## src/rtl/pong_game_sequencer.sv

```systemverilog
// Match-level sequencer for the Pong datapath: serve/rally/point/game-over phases,
// score keeping, ball speed levels and enables for the ball engine and paddles.
module pong_game_sequencer #(
    parameter int unsigned WIN_SCORE      = 32'd7,
    parameter int unsigned SERVE_FRAMES   = 32'd120,
    parameter int unsigned POINT_FRAMES   = 32'd60,
    parameter int unsigned HITS_PER_LEVEL = 32'd4,
    parameter int unsigned MAX_LEVEL      = 32'd3
) (
    input  logic       clk,
    input  logic       rst,
    input  logic       start,
    input  logic       frame_tick,
    input  logic       miss_left,
    input  logic       miss_right,
    input  logic       paddle_hit,
    output logic [2:0] state,
    output logic       ball_en,
    output logic       paddle_en,
    output logic       ball_load,
    output logic       serve_dir,
    output logic [1:0] speed_lvl,
    output logic [3:0] score1,
    output logic [3:0] score2,
    output logic [1:0] winner
);

    localparam logic [2:0] IDLE  = 3'd0;
    localparam logic [2:0] SERVE = 3'd1;
    localparam logic [2:0] PLAY  = 3'd2;
    localparam logic [2:0] POINT = 3'd3;
    localparam logic [2:0] OVER  = 3'd4;

    localparam logic [7:0] SERVE_LAST = 8'(SERVE_FRAMES - 32'd1);
    localparam logic [7:0] POINT_LAST = 8'(POINT_FRAMES - 32'd1);
    localparam logic [3:0] HIT_LAST   = 4'(HITS_PER_LEVEL - 32'd1);
    localparam logic [3:0] WIN_VAL    = 4'(WIN_SCORE);
    localparam logic [1:0] MAX_VAL    = 2'(MAX_LEVEL);

    logic       start_q_r;
    logic [7:0] frame_cnt_r;
    logic [3:0] hit_cnt_r;

    logic       start_rise_s;
    logic [2:0] state_s;
    logic       ball_load_s;
    logic       serve_dir_s;
    logic [1:0] speed_s;
    logic [3:0] score1_s;
    logic [3:0] score2_s;
    logic [1:0] winner_s;
    logic [7:0] frame_cnt_s;
    logic [3:0] hit_cnt_s;

    function automatic logic [3:0] score_inc(input logic [3:0] s);
        if (s < WIN_VAL) begin
            score_inc = s + 4'd1;
        end else begin
            score_inc = s;
        end
    endfunction

    assign start_rise_s = start & ~start_q_r;

    // Next-state and next-output decode; outputs are registered below from these values.
    always_comb begin
        state_s     = state;
        ball_load_s = 1'b0;
        serve_dir_s = serve_dir;
        speed_s     = speed_lvl;
        score1_s    = score1;
        score2_s    = score2;
        winner_s    = winner;
        frame_cnt_s = frame_cnt_r;
        hit_cnt_s   = hit_cnt_r;
        case (state)
            IDLE, OVER: begin
                if (start_rise_s) begin
                    state_s     = SERVE;
                    ball_load_s = 1'b1;
                    serve_dir_s = 1'b1;
                    speed_s     = 2'd0;
                    score1_s    = 4'd0;
                    score2_s    = 4'd0;
                    winner_s    = 2'b00;
                    hit_cnt_s   = 4'd0;
                end else begin
                    state_s = state;
                end
            end
            SERVE: begin
                if (frame_tick && (frame_cnt_r == SERVE_LAST)) begin
                    state_s = PLAY;
                end else if (frame_tick) begin
                    frame_cnt_s = frame_cnt_r + 8'd1;
                end else begin
                    frame_cnt_s = frame_cnt_r;
                end
            end
            PLAY: begin
                // Any miss takes priority over a same-cycle paddle hit.
                if (miss_left && miss_right) begin
                    state_s = POINT;
                end else if (miss_left) begin
                    state_s     = POINT;
                    score2_s    = score_inc(score2);
                    serve_dir_s = 1'b0;
                end else if (miss_right) begin
                    state_s     = POINT;
                    score1_s    = score_inc(score1);
                    serve_dir_s = 1'b1;
                end else if (paddle_hit && (hit_cnt_r >= HIT_LAST)) begin
                    hit_cnt_s = 4'd0;
                    if (speed_lvl < MAX_VAL) begin
                        speed_s = speed_lvl + 2'd1;
                    end else begin
                        speed_s = speed_lvl;
                    end
                end else if (paddle_hit) begin
                    hit_cnt_s = hit_cnt_r + 4'd1;
                end else begin
                    hit_cnt_s = hit_cnt_r;
                end
            end
            POINT: begin
                if (frame_tick && (frame_cnt_r == POINT_LAST)) begin
                    if (score1 == WIN_VAL) begin
                        state_s  = OVER;
                        winner_s = 2'b01;
                    end else if (score2 == WIN_VAL) begin
                        state_s  = OVER;
                        winner_s = 2'b10;
                    end else begin
                        state_s     = SERVE;
                        ball_load_s = 1'b1;
                        speed_s     = 2'd0;
                        hit_cnt_s   = 4'd0;
                    end
                end else if (frame_tick) begin
                    frame_cnt_s = frame_cnt_r + 8'd1;
                end else begin
                    frame_cnt_s = frame_cnt_r;
                end
            end
            default: begin
                state_s = IDLE;
            end
        endcase
        if (state_s != state) begin
            frame_cnt_s = 8'd0;
        end else begin
            frame_cnt_s = frame_cnt_s;
        end
    end

    // State, counters and all Moore outputs.
    always_ff @(posedge clk or negedge rst) begin
        if (!rst) begin
            state       <= IDLE;
            ball_en     <= 1'b0;
            paddle_en   <= 1'b0;
            ball_load   <= 1'b0;
            serve_dir   <= 1'b1;
            speed_lvl   <= 2'd0;
            score1      <= 4'd0;
            score2      <= 4'd0;
            winner      <= 2'b00;
            start_q_r   <= 1'b0;
            frame_cnt_r <= 8'd0;
            hit_cnt_r   <= 4'd0;
        end else begin
            state       <= state_s;
            ball_en     <= (state_s == PLAY);
            paddle_en   <= (state_s == SERVE) || (state_s == PLAY) || (state_s == POINT);
            ball_load   <= ball_load_s;
            serve_dir   <= serve_dir_s;
            speed_lvl   <= speed_s;
            score1      <= score1_s;
            score2      <= score2_s;
            winner      <= winner_s;
            start_q_r   <= start;
            frame_cnt_r <= frame_cnt_s;
            hit_cnt_r   <= hit_cnt_s;
        end
    end

endmodule

```

## config.mk

```make
export PLATFORM = sky130hd
export DESIGN_NAME = pong_game_sequencer
export DESIGN_NICKNAME = d
export VERILOG_FILES = /design/src/rtl/pong_game_sequencer.sv
export SDC_FILE = /design/constraint.sdc
export NUM_CORES = 1
export LEC_CHECK = 0
export BUFFER_PORTS_ARGS = -buffer_cell sky130_fd_sc_hd__buf_2
export CORE_UTILIZATION = 45
export DETAILED_ROUTE_END_ITERATION = 10
export PLACE_DENSITY = 0.74
export SLEW_MARGIN = 25
export SYNTH_ARGS = -nofsm -noshare
export SYNTH_HDL_FRONTEND = slang
export SYNTH_SLANG_ARGS = --single-unit
```

## constraint.sdc

```tcl
create_clock -name clk -period 1.7 [get_ports clk]
set_clock_uncertainty 0.15 [all_clocks]
set_input_delay 0.34 -clock clk [delete_from_list [all_inputs] [get_ports clk]]
set_output_delay 0.34 -clock clk [all_outputs]
set_load 0.05 [all_outputs]
```

# [After elaboration in Yosys (flattened, before gate mapping)]
# Cells that the tools add are included.
[totals] reg_bits=32 wordCells=129
[classes] add_sub_neg=5 magnitude_cmp=4 n_eq_ne=30 mux=57 n_bitwise=2 n_reduce_logical=19
[op_table] cell="4-bit two-way mux" n=16
[op_table] cell="8-bit two-way mux" n=4
[op_table] cell="2-bit inequality test (second input constant)" n=13
[op_table] cell="2-bit two-way mux" n=12
[op_table] cell="3-bit two-way mux" n=8
[op_table] cell="4-bit case mux with 2 select lines" n=2
[op_table] cell="8-bit case mux with 2 select lines" n=1
[op_table] cell="3-bit inequality test (second input constant)" n=5
[op_table] cell="4-bit by 1-bit adder with 4-bit output (second input constant)" n=3
[op_table] cell="3-bit by 2-bit equality test with 1-bit output (second input constant)" n=4
[op_table] cell="3-bit case mux with 4 select lines" n=1
[op_table] cell="4-bit case mux with 3 select lines" n=1
[op_table] cell="10-bit AND reduction" n=1
[op_table] cell="9-bit AND reduction" n=1
[op_table] cell="8-bit by 1-bit adder with 8-bit output (second input constant)" n=1
[op_table] cell="4-bit by 3-bit equality test with 1-bit output (second input constant)" n=2
[op_table] cell="8-bit by 6-bit equality test with 1-bit output (second input constant)" n=1
[op_table] cell="8-bit by 7-bit equality test with 1-bit output (second input constant)" n=1
[op_table] cell="4-bit by 3-bit < comparator with 1-bit output (second input constant)" n=2
[op_table] cell="1-bit two-way mux" n=8
[op_table] cell="4-bit AND reduction" n=2
[op_table] cell="3-bit by 1-bit equality test with 1-bit output (second input constant)" n=2
[op_table] cell="2-bit case mux with 3 select lines" n=1
[op_table] cell="6-bit AND reduction" n=1
[op_table] cell="other kinds (17)" n=24

# [Depth between registers and ports, before layout]
# Gate-level depths: netlist (run 1).
[logic_depth] ltp_word=8 depth_mapped=6 depth_no_buf=5

# [Worst setup path before layout (run 1)]
# OpenSTA, ideal clock, no wires.
[synth_path] kind="flip-flop to flip-flop" startpoint="register state[0]" endpoint="register score2[0]" arrival_ns=1.750 required_time_ns=1.425 setup_slack_ns=-0.325 stages_incl_launch_ff=7 path_buffers=2 synth_period_minus_slack_ns=2.025 cell_sequence="dfrtp_1 buf_6 or3b_1 clkbuf_1 a21oi_1 or3_1 mux2_2"
[synth_via] elab_chain_cells=4 elab_cells_between_ends=11 classes_between="eq/ne: 6; mux: 1; reduce/logical: 4"
[synth_rtl] item="from (decl)" line_no="17" rtl="output logic [2:0] state,"
[synth_rtl] item="from (signal assigned)" line_no="172" rtl="state <= state_s;"
[synth_rtl] item="3-bit equality test or 3-bit zero test (tied branches)" line_no="76" rtl="case (state)"
[synth_rtl] item="2-bit OR reduction" line_no="76"
[synth_rtl] item="2-bit inequality test (no source line) or 2-bit nonzero test (tied branches)"
[synth_rtl] item="5-bit AND reduction (no source line)"
[synth_rtl] item="to (signal assigned)" line_no="179" rtl="score2 <= score2_s;"
[synth_rtl] item="to (decl)" line_no="24" rtl="output logic [3:0] score2,"
# Several ways; a longest one is shown, not always the timed one.
# A chain may end at the register's enable or synchronous reset.

# [Worst setup path after layout (run 1)]
[layout_path] startpoint="register state[0]" endpoint="register score1[3]"
[layout_via] elab_chain_cells=4 elab_cells_between_ends=12 classes_between="eq/ne: 7; mux: 1; reduce/logical: 4"
[layout_rtl] item="3-bit equality test or 3-bit zero test (tied branches)" line_no="76"
[layout_rtl] item="2-bit OR reduction" line_no="76"
[layout_rtl] item="2-bit inequality test (no source line) or 2-bit nonzero test (tied branches)"
[layout_rtl] item="6-bit AND reduction (no source line)"
[layout_rtl] item="to (signal assigned)" line_no="178" rtl="score1 <= score1_s;"
[layout_rtl] item="to (decl)" line_no="23" rtl="output logic [3:0] score1,"
# Several ways; a longest one is shown, not always the timed one.

==> results of run 1 <==
what timing repair did:
item                                    CTS  global route
endpoints found under the setup margin   17            26
endpoints found under the hold margin    14             0
resized for setup                        17            27
hold buffers                              1             0
setup buffers                             2             1
pin swaps                                 8            12
state kept, by name (all words and copies together) (netlist names):
name	cells
ball_en	1
ball_load	1
frame_cnt_r	8
hit_cnt_r	4
paddle_en	1
score1	4
score2	4
serve_dir	1
speed_lvl	2
start_q_r	1
state	3
winner	2
final cells by class:
| class | count | share of cell area |
|---|---|---|
| Clock buffer | 6 | 0.0318 |
| Multi-Input combinational cell | 141 | 0.432 |
| Inverter | 11 | 0.0159 |
| Timing Repair Buffer | 66 | 0.182 |
| Tap cell | 48 | 0.0231 |
| Sequential cell | 32 | 0.312 |
| Clock inverter | 2 | 0.00385 |
critical path: stages, from the launching register on:
cell and delay [ns]:
dfrtp_2 0.50, buf_6 0.16, nor3_1 0.35, buf_4 0.22, a2111oi_2 0.05, o21a_1 0.19
logic make-up (layout without fill, tap and decap cells):
family / Yosys count / after routing / share of synthesized area
muxes: 3 / 3 / 0.0171
buffers and inverters: 22 / 85 / 0.0521
xor gates and xnor gates: 3 / 3 / 0.0144
DFF: 32 / 32 / 0.439
AOI/OAI and AO/OA: 43 / 43 / 0.157
adders and majority gates: 5 / 5 / 0.0342
and+or+nand+nor: 87 / 87 / 0.286
cell usage after synthesis (2+ instances only):
library cell  number
a21oi_1           12
o21a_1             2
nand3b_1           3
nor2_1            13
and3b_1            4
nand4_1           10
nor3_1             4
dfrtp_1           31
o22ai_1            4
or4b_1             2
nand2_1           16
nand2b_1           2
nand3_1           11
nor2b_1            5
inv_1             11
o221ai_1           3
and4_1             3
a211oi_1           2
mux2i_1            2
nand4b_1           2
ha_1               5
a32o_1             2
clkbuf_1           6
buf_2              4
a2111oi_0          2
o21ai_1            3
xnor2_1            3
and2_1             2
a31oi_1            6
or3_1              2
o21ai_0            2
per-stage QoR:
step	area (µm²)	hold WS, ns	utilization	std cells
6_report	2600	0.0384	0.689	306
5_1_grt	2600	0.0425	0.689	306
4_1_cts	2460	0.0352	0.654	305
3_5_place_dp	2280	0.129	0.606	294
3_3_place_gp	2280	0.125	0.606	294
2_1_floorplan	1870	-0.106	-	195
routing by layer:
metal | vias to the layer above | wire length, µm
met1 | 873 | 2240
met4 | 0 | 121
li1 | 851 | -
met5 | - | 0
met2 | 57 | 2340
met3 | 15 | 274
worst max-delay path by stage:
stage | startpoint | end | slack [ns] | cells past startpoint
after floorplan | state[0]$_DFF_PN0_ | score2[0]$_DFFE_PN0P_ | -0.17 | 5
after global placement | state[0]$_DFF_PN0_ | hit_cnt_r[0]$_DFFE_PN0P_ | -0.08 | 5
after detailed placement | state[0]$_DFF_PN0_ | hit_cnt_r[0]$_DFFE_PN0P_ | -0.1 | 5
after CTS | state[0]$_DFF_PN0_ | hit_cnt_r[0]$_DFFE_PN0P_ | -0.03 | 5
after global routing | frame_cnt_r[1]$_DFFE_PN0P_ | ball_en$_DFF_PN0_ | -0.12 | 6
final | state[0]$_DFF_PN0_ | score1[3]$_DFFE_PN0P_ | -0.03 | 5
power groups by stage:
stage / clock network [mW] / logic, mW / registers, mW
2_1_floorplan: 0 / 0.780 / 1.32
3_3_place_gp: 0 / 1.48 / 1.12
3_5_place_dp: 0 / 1.52 / 1.13
4_1_cts: 0.631 / 1.63 / 1.12
5_1_grt: 0.664 / 1.95 / 1.16
6_report: 0.622 / 1.80 / 1.14
==> results.md, run 1 <==
- GRT Max-Usage Layer: met2
- H-tree levels: 2
- Finish-stage setup viols: 9
- Violated checks: setup timing
- Final Max Tran Viols: 0
- Setup slack, reg-to-reg: -0.03 ns
- Reg2reg start: state[0]$_DFF_PN0_
- Worst hold path type: in -> reg
- Die area: 0.00432 mm²
- Clock power share: 0.175
- Final Wtd Congestion: 0.842
- First-pass GRT wire length: 8110 µm
- HP Start: start
- Mapped Area: 0.00183 mm²
- Critical Path AT: 1.77 ns
- RSZ-0062 raised after global routing: true
- First DRT Iteration DRCs: 170
- CP Launch Type: register
- Reg power frac: 0.319
- Share of cells above drive strength 1: 0.450
- Largest area contributor in the synthesized netlist: dfrtp_1
- Hold Crit Endpoint: start_q_r$_DFF_PN0_
- Vias in the first global route: 1736
- GRT overflow: 0
- Area Growth Syn to Fin: 42.2%
- Switch Pwr: 1.51 mW
- Final Hold Viols: 0
- Comb power frac: 0.507
- DRT Pass-1 Iters: 4
- # DRC: 0
- Core Area: 0.00377 mm²
- Outcome: complete, but fails checks
- Area share of the leading cell type in the synthesized netlist: 0.425
- Dpl ws: -0.0983 ns
- Post-synthesis net count: 207
- Total track usage: 0.255
- Most frequent cells in the layout: 35 x buf_4, 24 x dfrtp_1, 23 x buf_2, 15 x nand2_1
- Main area contributors after synthesis: dfrtp_1 42%, ha_1 3.4%, nand4_1 3.4%
- Tmin final: 1.73 ns
- I/O Pins: 26
- Register area share after synthesis: 0.439
- Max-Cap Viols: 0
- Via density: 5.87
- CTS root buf: clkbuf_8
- Final HPWL DP: 3500 µm
- Antenna violations before repair: 0
- Cell depth of the worst hold path: 1
- Clock Tree Buf Depth: 2
- Worst Setup Path Type: reg -> reg
- Pwr Total: 3.56 mW
- Post-Synthesis Cells: 195
- Clk slew on worst S/H paths: 0.07 ns
- Row count: 22
- Fillers: 297
- Mapped Avg Cell Area: 9.37 µm²
- Yosys reg bits: 32
- Netlist cell types: 47
- Area of the multi-input gates: 0.00112 mm²
- Final antenna diode count: 0
- Worst setup margin: -0.0324 ns
- Commonest non-fill, non-tap cell in the layout: buf_4
- Setup_tns: -0.109 ns
- Met2 Track Usage GR: 0.384
- Largest net degree at the start of global routing: 18
- RR Endpoint: score1[3]$_DFFE_PN0P_
- Warnings from Yosys: 0
- Worst Setup End Kind: register
- Antenna viol nets, final: 0
- Die span in y: 65.7 µm
- Met1 Resource Use GR: 0.345
- Crit path required time: 1.74 ns
- CP max FO: 8
- Final worst-path cycle share: 1.02
- Vias: 1796
- Peak supply drop: 0.696 mV
- Switching portion of total power: 0.425
- Pwr dens: 1370 mW/mm²
- Top FF cell, synth: dfrtp_1
- Fmax: 577 MHz
- Met3 Use GR: 0.0625
- CTS tree: built
- Layout Nets: 269
- WL/cell: 16.2 µm
- Number of synthesized flops with an enable pin: 0
- Rel. slew slack: 0.742
- Reg area: 811 µm²
- Worst-Margin Slew: 0.387 ns
- Clk sinks: 32
- Int Pwr: 2.05 mW
- Initial core utilization: 0.484
- Final wirelength: 4970 µm
- Total CTS buffers: 5
- I/O Buffers: 25
- R2r worst-path depth: 5
- Clk_lat worst skew: 0.30 ns
- LEAKAGE: 1.17 nW
- Async set or reset register ratio after synthesis: 1.00
- Die Wd: 65.7 µm
(Power assumes the default switching activity.)
==> run 2: changes to the inputs <==
CELL_PAD_IN_SITES_DETAIL_PLACEMENT = 0   (was unset)
CELL_PAD_IN_SITES_GLOBAL_PLACEMENT = 2   (was unset)
CORE_UTILIZATION = 30   (was 45)
PLACE_DENSITY = 0.78   (was 0.74)
==> results.md, run 2 (synthesized netlist as in run 1, its figures left out) <==
- Outcome: complete, but fails checks
- Violated checks: setup timing
- Dpl ws: -0.165 ns (-0.0666 ns)
- Worst Setup Path Type: reg -> reg
- First-pass GRT wire length: 8060 µm (-0.68%)
- Final wirelength: 4880 µm (-1.8%)
- Worst hold path type: in -> reg
- Share of cells above drive strength 1: 0.464 (+0.0143)
- WL/cell: 14.4 µm (-11%)
- RR Endpoint: hit_cnt_r[3]$_DFFE_PN0P_
- Via density: 5.17 (-12%)
- Die Wd: 80.0 µm (+22%)
- Clk_lat worst skew: 0.28 ns (-0.02 ns)
- Slowest-stage cell, CP: or4b_1
- Rel. slew slack: 0.722 (-0.0195)
- Largest net degree at the start of global routing: 18 (unchanged)
- Peak supply drop: 0.762 mV (+9.6%)
- Area of the multi-input gates: 0.00113 mm² (+0.56%)
- Final Hold Viols: 0 (unchanged)
- Worst-Margin Slew: 0.416 ns (+0.0292 ns)
- Post-layout util: 0.460 (-0.229)
- Reg area: 811 µm² (unchanged)
- # DRC: 0 (unchanged)
- CP Launch Point: state[0]$_DFF_PN0_
- Vias: 1746 (-2.8%)
- Fmax: 565 MHz (-2.2%)
- Cell depth of the worst setup path: 5 (unchanged)
- Fillers: 584 (+97%)
- Final Wtd Congestion: 0.820 (-2.6%)
- Core Area: 0.00589 mm² (+56%)
- Pwr dens: 1360 mW/mm² (-1.0%)
- Worst setup margin: -0.0711 ns (-0.0387 ns)
- Biggest register: frame_cnt_r
- Initial core utilization: 0.310 (-0.174)
- Vias in the first global route: 1655 (-4.7%)
- Most frequent cells in the layout: 39 x buf_4, 24 x dfrtp_1, 22 x buf_2, 14 x nand2_1, 11 x inv_1
- Total CTS buffers: 5 (unchanged)
- Layout Nets: 274 (+1.9%)
- First DRT Iteration DRCs: 92 (-46%)
- Critical Path Max Stage Delay: 0.51 ns (about the same)
- Reg2reg start: state[0]$_DFF_PN0_
- CP Capture Point: hit_cnt_r[3]$_DFFE_PN0P_
- CP max FO: 9 (+1)
- Area Growth Syn to Fin: 48.1%
- Critical Path AT: 1.82 ns (+0.05 ns)
- Final worst-path cycle share: 1.04 (+0.0227)
- Worst path cell trace: buf_4 -> or4b_1 -> o221ai_1 -> a21oi_4 -> nor2b_1
- Final HPWL DP: 3630 µm (+3.5%)
- Clk slew on worst S/H paths: 0.07 ns (about the same)
- DRT Pass-1 Iters: 4 (unchanged)
- H-tree levels: 2 (unchanged)
- LEAKAGE: 1.20 nW (+2.5%)
- Crit path required time: 1.75 ns (about the same)
- Antenna viol nets, final: 0 (unchanged)
- Final Max Tran Viols: 0 (unchanged)
- Clock Tree Buf Depth: 2 (unchanged)
- Die area: 0.00641 mm² (+48%)
- Max FFs per register: 8 (unchanged)
- CTS root buf: clkbuf_8
- Clk sinks: 32 (unchanged)
- Final antenna diode count: 0 (unchanged)
- Die span in y: 80.0 µm (+22%)
- Max-Cap Viols: 0 (unchanged)
- CTS tree: built
- GRT overflow: 0 (unchanged)
- Worst Path Buf+Inv: 1 (-1)
- Total track usage: 0.165 (-0.0899)
- R2r worst-path depth: 5 (unchanged)
- Setup slack, reg-to-reg: -0.07 ns (-0.04 ns)
- Tmin final: 1.77 ns (+0.0387 ns)
- CP Launch Type: register
- Worst Setup End Kind: register
- I/O Pins: 26 (unchanged)
- Finish-stage setup viols: 6 (-3)
- RSZ-0062 raised after global routing: true
- Commonest non-fill, non-tap cell in the layout: buf_4
- Antenna violations before repair: 0 (unchanged)
- I/O Buffers: 25 (unchanged)
- Critical path's top delay family: simple AND/OR/NAND/NOR gates
- Row count: 28 (+27%)
-- run 2: cell types whose count changed in the layout (fill, tap and decap cells not counted), moves of 2 or more --
cell	change
nand3_1	-4
a21oi_1	+3
buf_4	+4
or4b_1	+2
nor2_2	+2
nand3_2	+3
or4b_4	-2
a21oi_2	-2
-- run 2: where the power goes --
part           internal, mW  switching (mW)
sequential            0.938           0.178
clock                 0.435           0.283
combinational         0.797            1.04
-- run 2: worst min-delay path by stage --
stage,from,to,cells past startpoint
2_1_floorplan,rst,ball_en$_DFF_PN0_,0
3_3_place_gp,rst,score1[3]$_DFFE_PN0P_,1
3_5_place_dp,rst,score1[3]$_DFFE_PN0P_,1
4_1_cts,start,start_q_r$_DFF_PN0_,1
5_1_grt,start,start_q_r$_DFF_PN0_,1
6_report,start,start_q_r$_DFF_PN0_,1
-- run 2: through the flow --
stage                     hold slack (ns)  setup TNS [ns]  power, mW  std cells  instance area (µm²)
after global placement              0.148          -0.876       2.69        327                 2370
final                              0.0574          -0.239       3.67        338                 2710
after global routing               0.0435           -1.28       3.91        338                 2710
after floorplan                    -0.106           -1.79       2.10        195                 1870
after detailed placement            0.148           -1.01       2.70        327                 2370
after CTS                          0.0452          -0.283       3.53        337                 2580
-- run 2: final cells by class --
cell class,count,share of cell area
Tap cell,75,0.0347
Timing Repair Buffer,71,0.194
Sequential cell,32,0.300
Multi-Input combinational cell,141,0.417
Clock buffer,6,0.0268
Clock inverter,2,0.0130
Inverter,11,0.0153
-- run 2: metal layers --
metal  share of wire  global-route usage  routed length (µm)
met1            0.46               0.211                2230
met2            0.49               0.274                2410
met3           0.034              0.0354                 166
met4           0.016              0.0554                  76
met5               0                   0                   0
-- run 2: timing repair --
action	CTS	global route
setup buffers	1	1
hold buffers	1	0
pin swaps	6	13
endpoints found under the setup margin	18	30
hold endpoints to repair	16	0
gates resized for setup	18	27
-- run 2: worst reg2reg max path, cell delays in order, from the launching register on --
cell      delay, ns
dfrtp_2        0.50
buf_4          0.18
or4b_1         0.51
o221ai_1       0.13
a21oi_4        0.07
nor2b_1        0.15
==> run 3: changes to the inputs <==
SETUP_SLACK_MARGIN = 0.15   (was unset)
TNS_END_PERCENT = 5   (was unset)
==> results.md, run 3 (synthesized netlist as in run 1, its figures left out) <==
- Die span in y: 80.0 µm (unchanged)
- Most frequent cells in the layout: 43 x buf_4, 26 x dfrtp_1, 19 x buf_2, 15 x nand2_1
- Critical Path AT: 1.83 ns (about the same)
- CTS root buf: clkbuf_8
- Violated checks: setup timing
- Layout Nets: 275 (+0.36%)
- Clk slew on worst S/H paths: 0.07 ns (about the same)
- Commonest non-fill, non-tap cell in the layout: buf_4
- Core Area: 0.00589 mm² (unchanged)
- LEAKAGE: 1.19 nW (-0.86%)
- Antenna viol nets, final: 0 (unchanged)
- Comb power frac: 0.515 (+0.014)
- Met2 Track Usage GR: 0.280 (+0.00598)
- WL/cell: 14.8 µm (+2.4%)
- Final wirelength: 5010 µm (+2.7%)
- Final Max Tran Viols: 0 (unchanged)
- Final non-filler cell total: 339 (+0.30%)
- Peak supply drop: 0.625 mV (-18%)
- Largest net degree at the start of global routing: 18 (unchanged)
- Placed cells: 329 (+0.61%)
- Total track usage: 0.169 (+0.00347)
- Met3 Use GR: 0.0366 (+0.00114)
- Vias: 1749 (+0.17%)
- Final worst-path cycle share: 1.04 (+0.00234)
- Max-Cap Viols: 0 (unchanged)
- Area Growth Syn to Fin: 42.2%
- Reg power frac: 0.308 (+0.004)
- Final Wtd Congestion: 0.784 (-4.3%)
- I/O Buffers: 25 (unchanged)
- Setup_tns: -0.473 ns (-0.234 ns)
- Rel. slew slack: 0.721 (-0.00188)
- Final antenna diode count: 0 (unchanged)
- CTS tree: built
- Switching portion of total power: 0.408 (-0.00151)
- H-tree levels: 2 (unchanged)
- RSZ-0062 raised after global routing: true
- GRT Max-Usage Layer: met2
- CP max FO: 8 (-1)
- Die Wd: 80.0 µm (unchanged)
- Clk_lat worst skew: 0.29 ns (about the same)
- Switch Pwr: 1.45 mW (-3.6%)
- GRT overflow: 0 (unchanged)
- Worst setup margin: -0.0751 ns (-0.00398 ns)
- Die area: 0.00641 mm² (unchanged)
- Outcome: complete, but fails checks
- Tmin final: 1.78 ns (+0.00398 ns)
- Clock Tree Buf Depth: 2 (unchanged)
- Fmax: 563 MHz (-0.22%)
- DRT Pass-1 Iters: 4 (unchanged)
- First-pass GRT wire length: 8220 µm (+2.0%)
- Antenna violations before repair: 0 (unchanged)
- Finish-stage setup viols: 12 (+6)
- Fillers: 588 (+0.68%)
- Final HPWL DP: 3780 µm (+4.2%)
- Pwr dens: 1370 mW/mm² (+0.78%)
- Int Pwr: 2.10 mW (-3.0%)
- First DRT Iteration DRCs: 121 (+32%)
- Row count: 28 (unchanged)
- Share of cells above drive strength 1: 0.417 (-0.0472)
- Via density: 5.16 (-0.12%)
- Clock power share: 0.177 (-0.019)
- Initial core utilization: 0.310 (unchanged)
- I/O Pins: 26 (unchanged)
- Final Hold Viols: 0 (unchanged)
- Max FFs per register: 8 (unchanged)
- Vias in the first global route: 1764 (+6.6%)
- Worst Setup End Kind: register
- Biggest register: frame_cnt_r
- CP Launch Type: register
- Hold Slack: 0.0599 ns (+0.00249 ns)
- # DRC: 0 (unchanged)
- Total CTS buffers: 5 (unchanged)
- Worst-Margin Slew: 0.419 ns (+0.00282 ns)
- Worst hold path type: in -> reg
- Clk sinks: 32 (unchanged)
- Met1 Resource Use GR: 0.212 (+0.000814)
- Worst Setup Path Type: reg -> reg
- Crit path required time: 1.75 ns (about the same)
run 3: timing repair:
| action | CTS | global route |
|---|---|---|
| setup endpoints to repair | 34 | 35 |
| hold endpoints to repair | 14 | 0 |
| hold buffers | 1 | 0 |
| gates resized for setup | 22 | 15 |
| pin swaps | 9 | 5 |
| buffers inserted | 1 | 0 |
run 3: worst paths after layout:
kind / slack [ns] / endpoint / depth (start not counted) / startpoint
worst max-delay path: -0.08 / speed_lvl[1]$_DFFE_PN0P_ / 5 / state[1]$_DFF_PN0_
worst min-delay path: 0.06 / start_q_r$_DFF_PN0_ / 1 / start
worst max register to register: -0.08 / speed_lvl[1]$_DFFE_PN0P_ / 5 / state[1]$_DFF_PN0_
worst min register to register: 0.35 / hit_cnt_r[0]$_DFFE_PN0P_ / 1 / hit_cnt_r[0]$_DFFE_PN0P_
max in group asynchronous: 0.60 / state[0]$_DFF_PN0_ / 3 / rst
min in group asynchronous: 0.37 / frame_cnt_r[2]$_DFFE_PN0P_ / 2 / rst
run 3: metal layers:
| layer | vias to the layer above | wire length, µm |
|---|---|---|
| met5 | - | 0 |
| met4 | 0 | 73 |
| met3 | 5 | 143 |
| met2 | 26 | 2390 |
| met1 | 853 | 2400 |
| li1 | 865 | - |
run 3: power by group through the flow:
| stage | combinational [mW] | clock (mW) | sequential (mW) |
|---|---|---|---|
| after CTS | 1.79 | 0.648 | 1.09 |
| after global routing | 1.99 | 0.681 | 1.13 |
| after global placement | 1.65 | 0 | 1.09 |
| final | 1.83 | 0.628 | 1.09 |
| after detailed placement | 1.66 | 0 | 1.09 |
| after floorplan | 0.752 | 0 | 1.32 |
run 3: critical path: stages (launching register included):
cell      delay (ns)
dfrtp_2         0.49
or3b_4          0.46
buf_4           0.16
o22ai_1         0.19
a211oi_2        0.08
o22ai_1         0.17
run 3: layout make-up:
cell class | count | area [µm²] | share of cell area
Clock inverter | 2 | 10.0 | 0.00385
Timing Repair Buffer | 72 | 542 | 0.209
Clock buffer | 6 | 82.6 | 0.0318
Tap cell | 75 | 93.8 | 0.0361
Sequential cell | 32 | 808 | 0.311
Multi-Input combinational cell | 141 | 1020 | 0.393
Inverter | 11 | 41.3 | 0.0159
run 3: through the flow:
stage / util / setup slack [ns] / instance area (µm²) / total power [mW]
4_1_cts: 0.433 / -0.0540 / 2550 / 3.52
6_report: 0.441 / -0.0751 / 2600 / 3.55
3_3_place_gp: 0.401 / -0.128 / 2360 / 2.74
5_1_grt: 0.441 / -0.179 / 2600 / 3.80
3_5_place_dp: 0.401 / -0.150 / 2360 / 2.75
2_1_floorplan: - / -0.165 / 1850 / 2.07
